[config.mk]
export PLATFORM = sky130hd
export DESIGN_NAME = uart_port_hub
export DESIGN_NICKNAME = d
export VERILOG_FILES = /design/src/rtl/uart_hub_pkg.sv /design/src/rtl/hub_fifo.sv /design/src/rtl/uart_port_hub.sv
export SDC_FILE = /design/constraint.sdc
export NUM_CORES = 1
export LEC_CHECK = 0
export ABC_AREA = 1
export CORE_ASPECT_RATIO = 0.75
export CORE_UTILIZATION = 50
export CTS_CLUSTER_SIZE = 25
export DETAILED_ROUTE_END_ITERATION = 6
export GPL_TIMING_DRIVEN = 0
export PLACE_DENSITY = 0.79
export SYNTH_ARGS = -nofsm -noshare
export SYNTH_HDL_FRONTEND = slang
export SYNTH_SLANG_ARGS = --single-unit
export TNS_END_PERCENT = 30
[constraint.sdc]
create_clock -name clk -period 4.4 [get_ports clk]
set_clock_uncertainty 0.05 [all_clocks]
set_input_delay 0.44 -clock clk [delete_from_list [all_inputs] [get_ports clk]]
set_output_delay 0.44 -clock clk [all_outputs]
set_load 0.05 [all_outputs]
[src/rtl/uart_hub_pkg.sv]
// Shared constants for the UART port hub: port map, status layout and
// drain FSM encoding.
package uart_hub_pkg;

  // Channel c uses base + 2c; hub registers sit above the channel window.
  localparam logic [3:0] RX_DATA  = 4'h0;
  localparam logic [3:0] RX_STAT  = 4'h1;
  localparam logic [3:0] LED      = 4'h8;
  localparam logic [3:0] IRQ_PEND = 4'h8;
  localparam logic [3:0] DISP_LO  = 4'h9;
  localparam logic [3:0] DISP_HI  = 4'hA;
  localparam logic [3:0] IRQ_MASK = 4'hB;

  // Status word layout for a channel status read.
  localparam int ST_RX_EMPTY  = 0;
  localparam int ST_RX_FULL   = 1;
  localparam int ST_TX_EMPTY  = 2;
  localparam int ST_TX_FULL   = 3;
  localparam int ST_RX_OVERRUN = 4;
  localparam int ST_TX_DROP   = 5;
  localparam int ST_COUNT     = 8;

  // TX drain: BLANK is the one-cycle gap after each load.
  typedef enum logic {
    DRAIN_IDLE  = 1'b0,
    DRAIN_BLANK = 1'b1
  } drain_state_e;

endpackage

[src/rtl/hub_fifo.sv]
// Byte FIFO with a separate occupancy counter so that full is
// count == DEPTH. A push into a full FIFO is accepted only when a pop
// happens on the same edge. Head reads as zero while empty.
module hub_fifo #(
  parameter int DEPTH = 8,
  parameter int W     = 8,
  parameter int CW    = $clog2(DEPTH) + 1
) (
  input  logic          clk,
  input  logic          rst,      // synchronous, active-low
  input  logic          push_i,
  input  logic [W-1:0]  din_i,
  input  logic          pop_i,
  output logic [W-1:0]  head_o,
  output logic          full_o,
  output logic          empty_o,
  output logic [CW-1:0] count_o
);

  localparam int AW = $clog2(DEPTH);

  logic [W-1:0]  mem_q [DEPTH];
  logic [AW-1:0] wptr_q, wptr_d;
  logic [AW-1:0] rptr_q, rptr_d;
  logic [CW-1:0] count_q, count_d;
  logic          do_push, do_pop;

  assign empty_o = (count_q == '0);
  assign full_o  = (count_q == CW'(DEPTH));
  assign count_o = count_q;
  assign head_o  = empty_o ? '0 : mem_q[rptr_q];

  assign do_pop  = pop_i & ~empty_o;
  assign do_push = push_i & (~full_o | do_pop);

  // Next-state for pointers and occupancy; pointers wrap naturally.
  always_comb begin
    wptr_d  = do_push ? wptr_q + AW'(1) : wptr_q;
    rptr_d  = do_pop  ? rptr_q + AW'(1) : rptr_q;
    count_d = count_q + CW'(do_push) - CW'(do_pop);
  end

  // Storage array; contents need no reset since count gates visibility.
  always_ff @(posedge clk) begin
    if (do_push) mem_q[wptr_q] <= din_i;
  end

  // Pointer and count registers.
  always_ff @(posedge clk) begin
    if (!rst) begin
      wptr_q  <= '0;
      rptr_q  <= '0;
      count_q <= '0;
    end else begin
      wptr_q  <= wptr_d;
      rptr_q  <= rptr_d;
      count_q <= count_d;
    end
  end

endmodule

[src/rtl/uart_port_hub.sv]
// Port-mapped hub between the TramelBlaze port bus and NCH UART engines:
// per-channel RX/TX FIFOs with sticky error flags, a maskable interrupt
// with ack handshake, and the LED / seven-segment display registers.
module uart_port_hub
  import uart_hub_pkg::*;
#(
  parameter int NCH   = 2,
  parameter int DEPTH = 8,
  parameter int CW    = $clog2(DEPTH) + 1
) (
  input  logic             clk,
  input  logic             rst,
  input  logic [15:0]      port_id,
  input  logic [15:0]      out_port,
  input  logic             read_strobe,
  input  logic             write_strobe,
  input  logic             interrupt_ack,
  output logic [15:0]      in_port,
  output logic             interrupt,
  input  logic [NCH*8-1:0] rx_data,
  input  logic [NCH-1:0]   rx_valid,
  input  logic [NCH-1:0]   tx_ready,
  output logic [NCH*8-1:0] tx_data,
  output logic [NCH-1:0]   tx_load,
  output logic [7:0]       leds,
  output logic [15:0]      disp
);

  logic [3:0] addr;
  logic       unused_bits;

  assign addr        = port_id[3:0];
  assign unused_bits = ^{port_id[15:4], out_port[15:8]};

  logic [NCH-1:0] rx_pop, rx_full, rx_empty, rx_ovr_set;
  logic [NCH-1:0] tx_wr, tx_push, tx_full, tx_empty, flag_clr;
  logic [CW-1:0]  rx_cnt  [NCH];
  logic [CW-1:0]  tx_cnt  [NCH];
  logic [7:0]     rx_head [NCH];
  logic [7:0]     tx_head [NCH];

  logic [NCH-1:0] rx_ovr_q, tx_drop_q;
  drain_state_e   drain_q [NCH];

  logic [7:0]     leds_q;
  logic [15:0]    disp_q;
  logic [NCH-1:0] mask_q, pend;
  logic           irq_q, irq_d;

  for (genvar c = 0; c < NCH; c++) begin : g_ch
    assign rx_pop[c]   = read_strobe  & (addr == RX_DATA + 4'(2*c));
    assign tx_wr[c]    = write_strobe & (addr == RX_DATA + 4'(2*c));
    assign flag_clr[c] = write_strobe & (addr == RX_STAT + 4'(2*c));

    // A pop on the same edge frees a slot, so only a true overflow drops.
    assign rx_ovr_set[c] = rx_valid[c] & rx_full[c] & ~rx_pop[c];
    // TX writes are refused whenever the FIFO is full at the write edge.
    assign tx_push[c]    = tx_wr[c] & ~tx_full[c];

    // Load is offered straight from IDLE so the engine sees it the cycle
    // the byte becomes available; the pop lands on the same edge.
    assign tx_load[c] = rst & (drain_q[c] == DRAIN_IDLE) &
                        (tx_cnt[c] != '0) & tx_ready[c];
    assign tx_data[8*c +: 8] = tx_head[c];

    hub_fifo #(.DEPTH(DEPTH), .W(8), .CW(CW)) u_rx (
      .clk     (clk),
      .rst     (rst),
      .push_i  (rx_valid[c]),
      .din_i   (rx_data[8*c +: 8]),
      .pop_i   (rx_pop[c]),
      .head_o  (rx_head[c]),
      .full_o  (rx_full[c]),
      .empty_o (rx_empty[c]),
      .count_o (rx_cnt[c])
    );

    hub_fifo #(.DEPTH(DEPTH), .W(8), .CW(CW)) u_tx (
      .clk     (clk),
      .rst     (rst),
      .push_i  (tx_push[c]),
      .din_i   (out_port[7:0]),
      .pop_i   (tx_load[c]),
      .head_o  (tx_head[c]),
      .full_o  (tx_full[c]),
      .empty_o (tx_empty[c]),
      .count_o (tx_cnt[c])
    );
  end

  // Sticky error flags and the per-channel drain FSMs.
  always_ff @(posedge clk) begin
    if (!rst) begin
      rx_ovr_q  <= '0;
      tx_drop_q <= '0;
      for (int c = 0; c < NCH; c++) drain_q[c] <= DRAIN_IDLE;
    end else begin
      for (int c = 0; c < NCH; c++) begin
        // A new overrun on the clearing edge is kept rather than lost.
        if (flag_clr[c]) begin
          rx_ovr_q[c]  <= 1'b0;
          tx_drop_q[c] <= 1'b0;
        end
        if (rx_ovr_set[c])           rx_ovr_q[c]  <= 1'b1;
        if (tx_wr[c] & tx_full[c])   tx_drop_q[c] <= 1'b1;
        case (drain_q[c])
          DRAIN_IDLE:  if (tx_load[c]) drain_q[c] <= DRAIN_BLANK;
          default:     drain_q[c] <= DRAIN_IDLE;
        endcase
      end
    end
  end

  // LED, display and interrupt mask registers.
  always_ff @(posedge clk) begin
    if (!rst) begin
      leds_q <= '0;
      disp_q <= '0;
      mask_q <= '1;
    end else if (write_strobe) begin
      case (addr)
        LED:      leds_q       <= out_port[7:0];
        DISP_LO:  disp_q[7:0]  <= out_port[7:0];
        DISP_HI:  disp_q[15:8] <= out_port[7:0];
        IRQ_MASK: mask_q       <= out_port[NCH-1:0];
        default:  ;
      endcase
    end
  end

  assign pend = ~rx_empty & mask_q;

  // Interrupt next-state: ack always wins, otherwise any pending sets it.
  always_comb begin
    irq_d = irq_q;
    if (interrupt_ack)  irq_d = 1'b0;
    else if (|pend)     irq_d = 1'b1;
  end

  // Registered interrupt request.
  always_ff @(posedge clk) begin
    if (!rst) irq_q <= 1'b0;
    else      irq_q <= irq_d;
  end

  // Read mux, combinational from the port address.
  always_comb begin
    in_port = '0;
    for (int c = 0; c < NCH; c++) begin
      if (addr == RX_DATA + 4'(2*c)) begin
        in_port = {8'h00, rx_head[c]};
      end else if (addr == RX_STAT + 4'(2*c)) begin
        in_port[ST_RX_EMPTY]    = rx_empty[c];
        in_port[ST_RX_FULL]     = rx_full[c];
        in_port[ST_TX_EMPTY]    = tx_empty[c];
        in_port[ST_TX_FULL]     = tx_full[c];
        in_port[ST_RX_OVERRUN]  = rx_ovr_q[c];
        in_port[ST_TX_DROP]     = tx_drop_q[c];
        in_port[ST_COUNT +: CW] = rx_cnt[c];
      end
    end
    if (addr == IRQ_PEND)      in_port = 16'(pend);
    else if (addr == IRQ_MASK) in_port = 16'(mask_q);
  end

  assign interrupt = irq_q;
  assign leds      = leds_q;
  assign disp      = disp_q;

endmodule

-- After elaboration in Yosys (flattened, before gate mapping)
Memory sizes are Yosys's and may differ from the RTL's. A register that Yosys moved wholly into a read port is not among the register bits.
Cells that the tools add are included.
- register bits after elaboration: 71
- output and inout bits: 59
- memory bits (read-only): 0
- memories: 5
- RAM bits: 258
- bits in latches: 0
- memories (name ; depth ; width ; read ports ; clocked after memory_dff ; write ports ; line ; text):
    g_ch[0].u_rx.mem_q ; 8 ; 8 ; 1 ; 1 ; 1 ; hub_fifo.sv:22 ; logic [W-1:0] mem_q [DEPTH];
    g_ch[0].u_tx.mem_q ; 8 ; 8 ; 1 ; 1 ; 1 ; hub_fifo.sv:22 ;
    g_ch[1].u_rx.mem_q ; 8 ; 8 ; 1 ; 1 ; 1 ; hub_fifo.sv:22 ;
    g_ch[1].u_tx.mem_q ; 8 ; 8 ; 1 ; 1 ; 1 ; hub_fifo.sv:22 ;
    drain_q ; 2 ; 1 ; 2 ; 0 ; 2 ; uart_port_hub.sv:43 ; drain_state_e drain_q [NCH];
- reductions and logical operators: 17
- add/sub/neg operators: 16
- $mul: 0
- bitwise operators: 51
- shifts and indexed selects: 0
- div/mod/pow operators: 0
- order comparisons: 0
- muxes and demuxes: 57
- equal/unequal tests: 11
- operators by type and width (kind ; count):
    two-way mux 1 bit ; 33
    == test 4 bit (second input constant) ; 8
    two-way mux 8 bit ; 4
    bitwise AND 1 bit ; 28
    adder 3 x 1 -> 3 bit (second input constant) ; 8
    two-way mux 12 bit ; 2
    two-way mux 3 bit ; 8
    two-way mux 6 bit ; 4
    zero test 4 bit ; 5
    adder 4 x 1 -> 4 bit ; 4
    two-way mux 4 bit ; 4
    subtractor 4 x 1 -> 4 bit ; 4
    NOT 1 bit ; 13
    == test 4 x 2 -> 1 bit (second input constant) ; 2
    bitwise OR 1 bit ; 8
    AND reduction 2 bit ; 4
    nonzero test 2 bit ; 4
    nonzero test 4 bit ; 2
    == test 4 x 1 -> 1 bit (second input constant) ; 1
    two-way mux 2 bit ; 2
    OR reduction 2 bit ; 2
    bitwise AND 2 bit ; 1
    NOT 2 bit ; 1

-- Longest topological paths before layout
Gate-level depths: netlist of the first run.
An unclocked memory read counts as a cell.
- depth in word-level cells: 11
- gate-level depth with buffers: 14

-- Hierarchy
A second synthesis of the first run with hierarchy kept.
- cell total of the unflattened synthesis: 1602
- area, all modules: 15190.8 µm²
- by module, submodules not included (module ; cells an instance ; area an instance (µm²) ; times used):
    hub_fifo (g_ch[0].u_rx ...) ; 339 ; 3394.5 ; 3
    hub_fifo (g_ch[1].u_tx) ; 336 ; 3359.5 ; 1
    uart_port_hub ; 249 ; 1647.8 ; 1

-- Worst setup path after synthesis of the first run
No wires, ideal clock.
- path type: register to output
- from: reg (tool-made name)
- to: out tx_data[10]
- data required time: 3910 ps
- slack: 2080 ps
- data arrival time: 1830 ps
- stages on the path, launching flop included: 8
- cell sequence: dfxtp_1 -> buf_2 -> inv_1 -> clkbuf_1 -> nor2_1 -> o21ai_0 -> o21ai_0 -> a31oi_1
- RTL lines (item ; line ; text):
    end, declared ; uart_port_hub.sv:23 ; output logic [NCH*8-1:0] tx_data,

-- Final worst setup path of the first run
- from: reg g_ch[0].u_rx.count_q[2]
- to: out in_port[0]
- cells in the longest elaborated chain, start to end: 7
- RTL lines (item ; line ; text):
    start, declared ; hub_fifo.sv:25 ; logic [CW-1:0] count_q, count_d;
    start signal, assigned ; hub_fifo.sv:57 ; count_q <= count_d;
    zero test 4 bit * ; hub_fifo.sv:28 ; assign empty_o = (count_q == '0);
    two-way mux 6 bit / two-way mux 8 bit (equally long branches) ; uart_port_hub.sv:152, hub_fifo.sv:31 ;
    two-way mux 6 bit ; uart_port_hub.sv:150 ; if (addr == RX_DATA + 4'(2*c)) begin
    two-way mux 6 bit ; uart_port_hub.sv:152 ; end else if (addr == RX_STAT + 4'(2*c)) begin
    two-way mux 6 bit ; uart_port_hub.sv:150 ;
    two-way mux 12 bit ; uart_port_hub.sv:163 ; else if (addr == IRQ_MASK) in_port = 16'(mask_q);
    two-way mux 12 bit * ; uart_port_hub.sv:162 ; if (addr == IRQ_PEND) in_port = 16'(pend);
    end, declared ; uart_port_hub.sv:18 ; output logic [15:0] in_port,
Mark *: on every way between the ends. The rest lies on a longest branch, timed or not.

==> results of run 1 <==
## per-layer routing
layer | global-route usage (%) | vias up
met5 | 0 | -
met4 | 6.82 | 0
met3 | 3.63 | 54
met2 | 35.6 | 393
met1 | 33.2 | 4881
li1 | - | 4851
## kinds of logic after synthesis
kind of cell	after synthesis	synth area share [%]
AOI/OAI and AO/OA	273	10.4
xor gates and xnor gates	6	0.370
adders and majority gates	36	3.38
buffers and inverters	173	4.88
DFF	341	66.1
other	1	0.0264
and+or+nand+nor	511	14.9
## sequential cells by signal, indices dropped and copies added (netlist names), named ones only
signal,cells
interrupt,1
g_ch.u_rx.mem_q,128
g_ch.u_rx.wptr_q,6
g_ch.u_rx.count_o,8
g_ch.u_tx.wptr_q,6
g_ch.u_rx.rptr_q,6
g_ch.u_tx.mem_q,128
rx_ovr_q,2
tx_drop_q,2
drain_q,2
g_ch.u_tx.count_o,8
leds,8
disp,16
mask_q,2
g_ch.u_tx.rptr_q,6
## per-stage QoR
step / hold slack, ns / util, % / power [W] / cell area (µm²)
global route: 0.310 / 59.8 / 0.00893 / 16700
detailed placement: 0.391 / 55.8 / 0.00570 / 15600
finish: 0.274 / 59.8 / 0.00858 / 16700
CTS: 0.269 / 59.8 / 0.00860 / 16700
global placement: 0.373 / 55.8 / 0.00564 / 15600
floorplan: 0.362 / - / 0.00505 / 14200
## power groups by stage
stage               Clock (W)  Combinational, W  Sequential [W]
floorplan                   0           0.00128         0.00377
global placement            0           0.00188         0.00376
detailed placement          0           0.00194         0.00377
CTS                   0.00295           0.00195         0.00370
global route          0.00308           0.00214         0.00371
finish                0.00292           0.00196         0.00370
## worst max-delay path: stages (launching register included)
cell,delay (ns)
dfxtp_1,0.31
inv_1,0.08
ha_1,0.20
nand3_1,0.16
inv_1,0.12
nor2_1,0.54
nand3_1,0.26
nand2_1,0.14
nand2_1,0.06
nand4_1,0.11
clkdlybuf4s50_1,0.82
## layout make-up
cell class	instances	area, µm²
Buffer	56	253
Clock buffer	52	1050
Clock inverter	8	87.6
Fill cell	2256	11200
Inverter	117	440
Multi-Input combinational cell	830	4130
Sequential cell	341	9400
Tap cell	385	482
Timing Repair Buffer	91	908
## worst min path at each step
stage	cells after the start	slack [ns]	startpoint	endpoint
global route	3	0.31	rst	register
detailed placement	1	0.39	g_ch[0].u_tx.rptr_q[2]	g_ch[0].u_tx.rptr_q[2]
global placement	1	0.37	g_ch[0].u_tx.rptr_q[2]	register
finish	3	0.27	rst	register
CTS	3	0.27	rst	register
floorplan	1	0.36	g_ch[0].u_tx.rptr_q[2]	register
## Yosys cell counts (4+ instances only)
master and count:
a21oi_1 35, a31oi_1 16, buf_2 16, buf_4 6, clkbuf_1 34, dfxtp_1 84, edfxtp_1 257, fa_1 4
ha_1 32, inv_1 114, nand2_1 122, nand2_2 5, nand3_1 66, nor2_1 288, nor2_4 4, nor3_1 13
o211ai_1 22, o21ai_0 185, o22ai_1 4, xor2_1 6
==> impl_metrics.py, run 1 <==
metrics = {
    "status": {
        "outcome": "finished clean",
    },
    "synthesis": {
        "syn_area_per_cell_um2": 10.6,
        "synth_cell_types": 37,
        "synth_area_leaders": "edfxtp_1, dfxtp_1, nor2_1",
        "ys_seq_area_share_pct": 66.1,
        "ys_seq_elements": 341,
        "synth-edff-count": 257,
        "ys.flop_type": "edfxtp_1",
        "syn_area_um2": 14200,
        "yosys_warnings": 0,
        "synthArstFlopShare_pct": 0,
        "yosysTopAreaCell": "edfxtp_1",
        "synthesis.instances": 1341,
        "yosysTopAreaCellShare_pct": 54.3,
    },
    "critical_path": {
        "rrSetupSlack_ns": 1.47,
        "arrival_ns": 3.29,
        "crit_start": "g_ch[0].u_rx.count_o[2]",
        "crit_fanout": 8,
        "path_class": "register to primary output",
        "endpoint": "in_port[0]",
        "timing.rr.end": "g_ch[0].u_tx.count_o[2]",
        "required_ns": 3.91,
        "critPathLaunchType": "register",
        "timing.rr.start": "g_ch[0].u_tx.count_o[3]",
        "reg2regPathDepth": 12,
        "end_kind": "primary output",
    },
    "clock_tree": {
        "cts_hold_buf": 0,
        "cts_tree": "built",
        "cts_root_buf": "clkbuf_16",
        "clkSinkCount": 341,
        "cts.path.max_buffers": 3,
        "clock_latency_ns": 0.51,
        "cts_buffers": 34,
        "cts_setup_buffers": 0,
        "clk_pin_slew_ns": 0.06,
        "post_cts_resize_count": 0,
        "htree_levels": 2,
    },
    "power_and_ir_drop": {
        "power_switching_w": 0.00259,
        "p_clk_share_pct": 34.1,
        "power_density_nw_per_um2": 512,
        "peakVddDrop_uv": 244,
        "power.internal_w": 0.00599,
        "p_leak_nw": 6.19,
        "swShare_pct": 30.2,
        "seqPwrFrac_pct": 43.1,
        "power_frac_comb_pct": 22.8,
    },
    "sta": {
        "grt_setup_unrepaired": "no",
        "drv_slew": 0,
        "period_needed_ns": 3.78,
        "setup_ws_ns": 0.616,
        "period_share_pct": 86.0,
        "slew_headroom_pct": 10.7,
        "hold_violations": 0,
        "setup_violations": 0,
        "fmax_mhz": 264,
        "setup_tns_ns": 0,
        "worst_slew_pin_slew_ns": 1.33,
    },
    "placed_design": {
        "pre_cts_ws_ns": 0.755,
        "io_buffers": 90,
        "gp_congestion": 0.855,
        "dpl.cell_count": 1819,
        "post-dp-hpwl_mm": 22.5,
    },
    "grt": {
        "grt_pass1_wl_mm": 51.1,
        "grt_use_total_pct": 22.9,
        "grt_overflow_total": 0,
        "antenna_found_initial": 0,
        "grt_max_degree": 21,
        "grt_pass1_vias": 9490,
    },
    "flow_run": {
        "maxCapViolations": 0,
    },
    "cells_and_area": {
        "layout-drive-gt1-share_pct": 6.49,
        "antenna_cells": 0,
        "nNetsFinal": 1564,
        "stdcell_count": 1880,
        "final_cell_mix": "nor2_1, edfxtp_1, o21ai_0, nand2_1, inv_1",
        "final_common_cell": "nor2_1",
        "areaGrowthSynthToFinish_pct": 17.8,
    },
    "detailed_routing": {
        "via_count": 10200,
        "wl_met1_mm": 14.6,
        "drt_pass1_iterations": 5,
        "routed_wl_mm": 33.4,
        "avgRoutedWirePerCell_um": 17.7,
        "met3_length_mm": 2.48,
        "via_per_inst": 5.41,
        "drtIter0Drc": 1094,
        "wl_met2_mm": 15.6,
        "ant_nets": 0,
        "drc": 0,
        "top_layer": "met4",
    },
    "die": {
        "std_cell_rows": 53,
        "dieWidth_um": 197,
        "die_h_um": 148,
        "die_area_um2": 29100,
        "core_um2": 28000,
        "initial_utilization_pct": 50.8,
        "io_pins": 116,
    },
    "hold_path": {
        "hold_class": "primary input to register",
    },
}
(Power assumes the default switching activity.)
==> inputs of run 2 (changes only) <==
--- a/config.mk
+++ b/config.mk
@@ -12,6 +12,7 @@
 export DETAILED_ROUTE_END_ITERATION = 6
 export GPL_TIMING_DRIVEN = 0
 export PLACE_DENSITY = 0.79
+export SKIP_CTS_REPAIR_TIMING = 1
 export SYNTH_ARGS = -nofsm -noshare
 export SYNTH_HDL_FRONTEND = slang
 export SYNTH_SLANG_ARGS = --single-unit
==> results of run 2 <==
Final layout, timing and power as in run 1 (identical DEF).
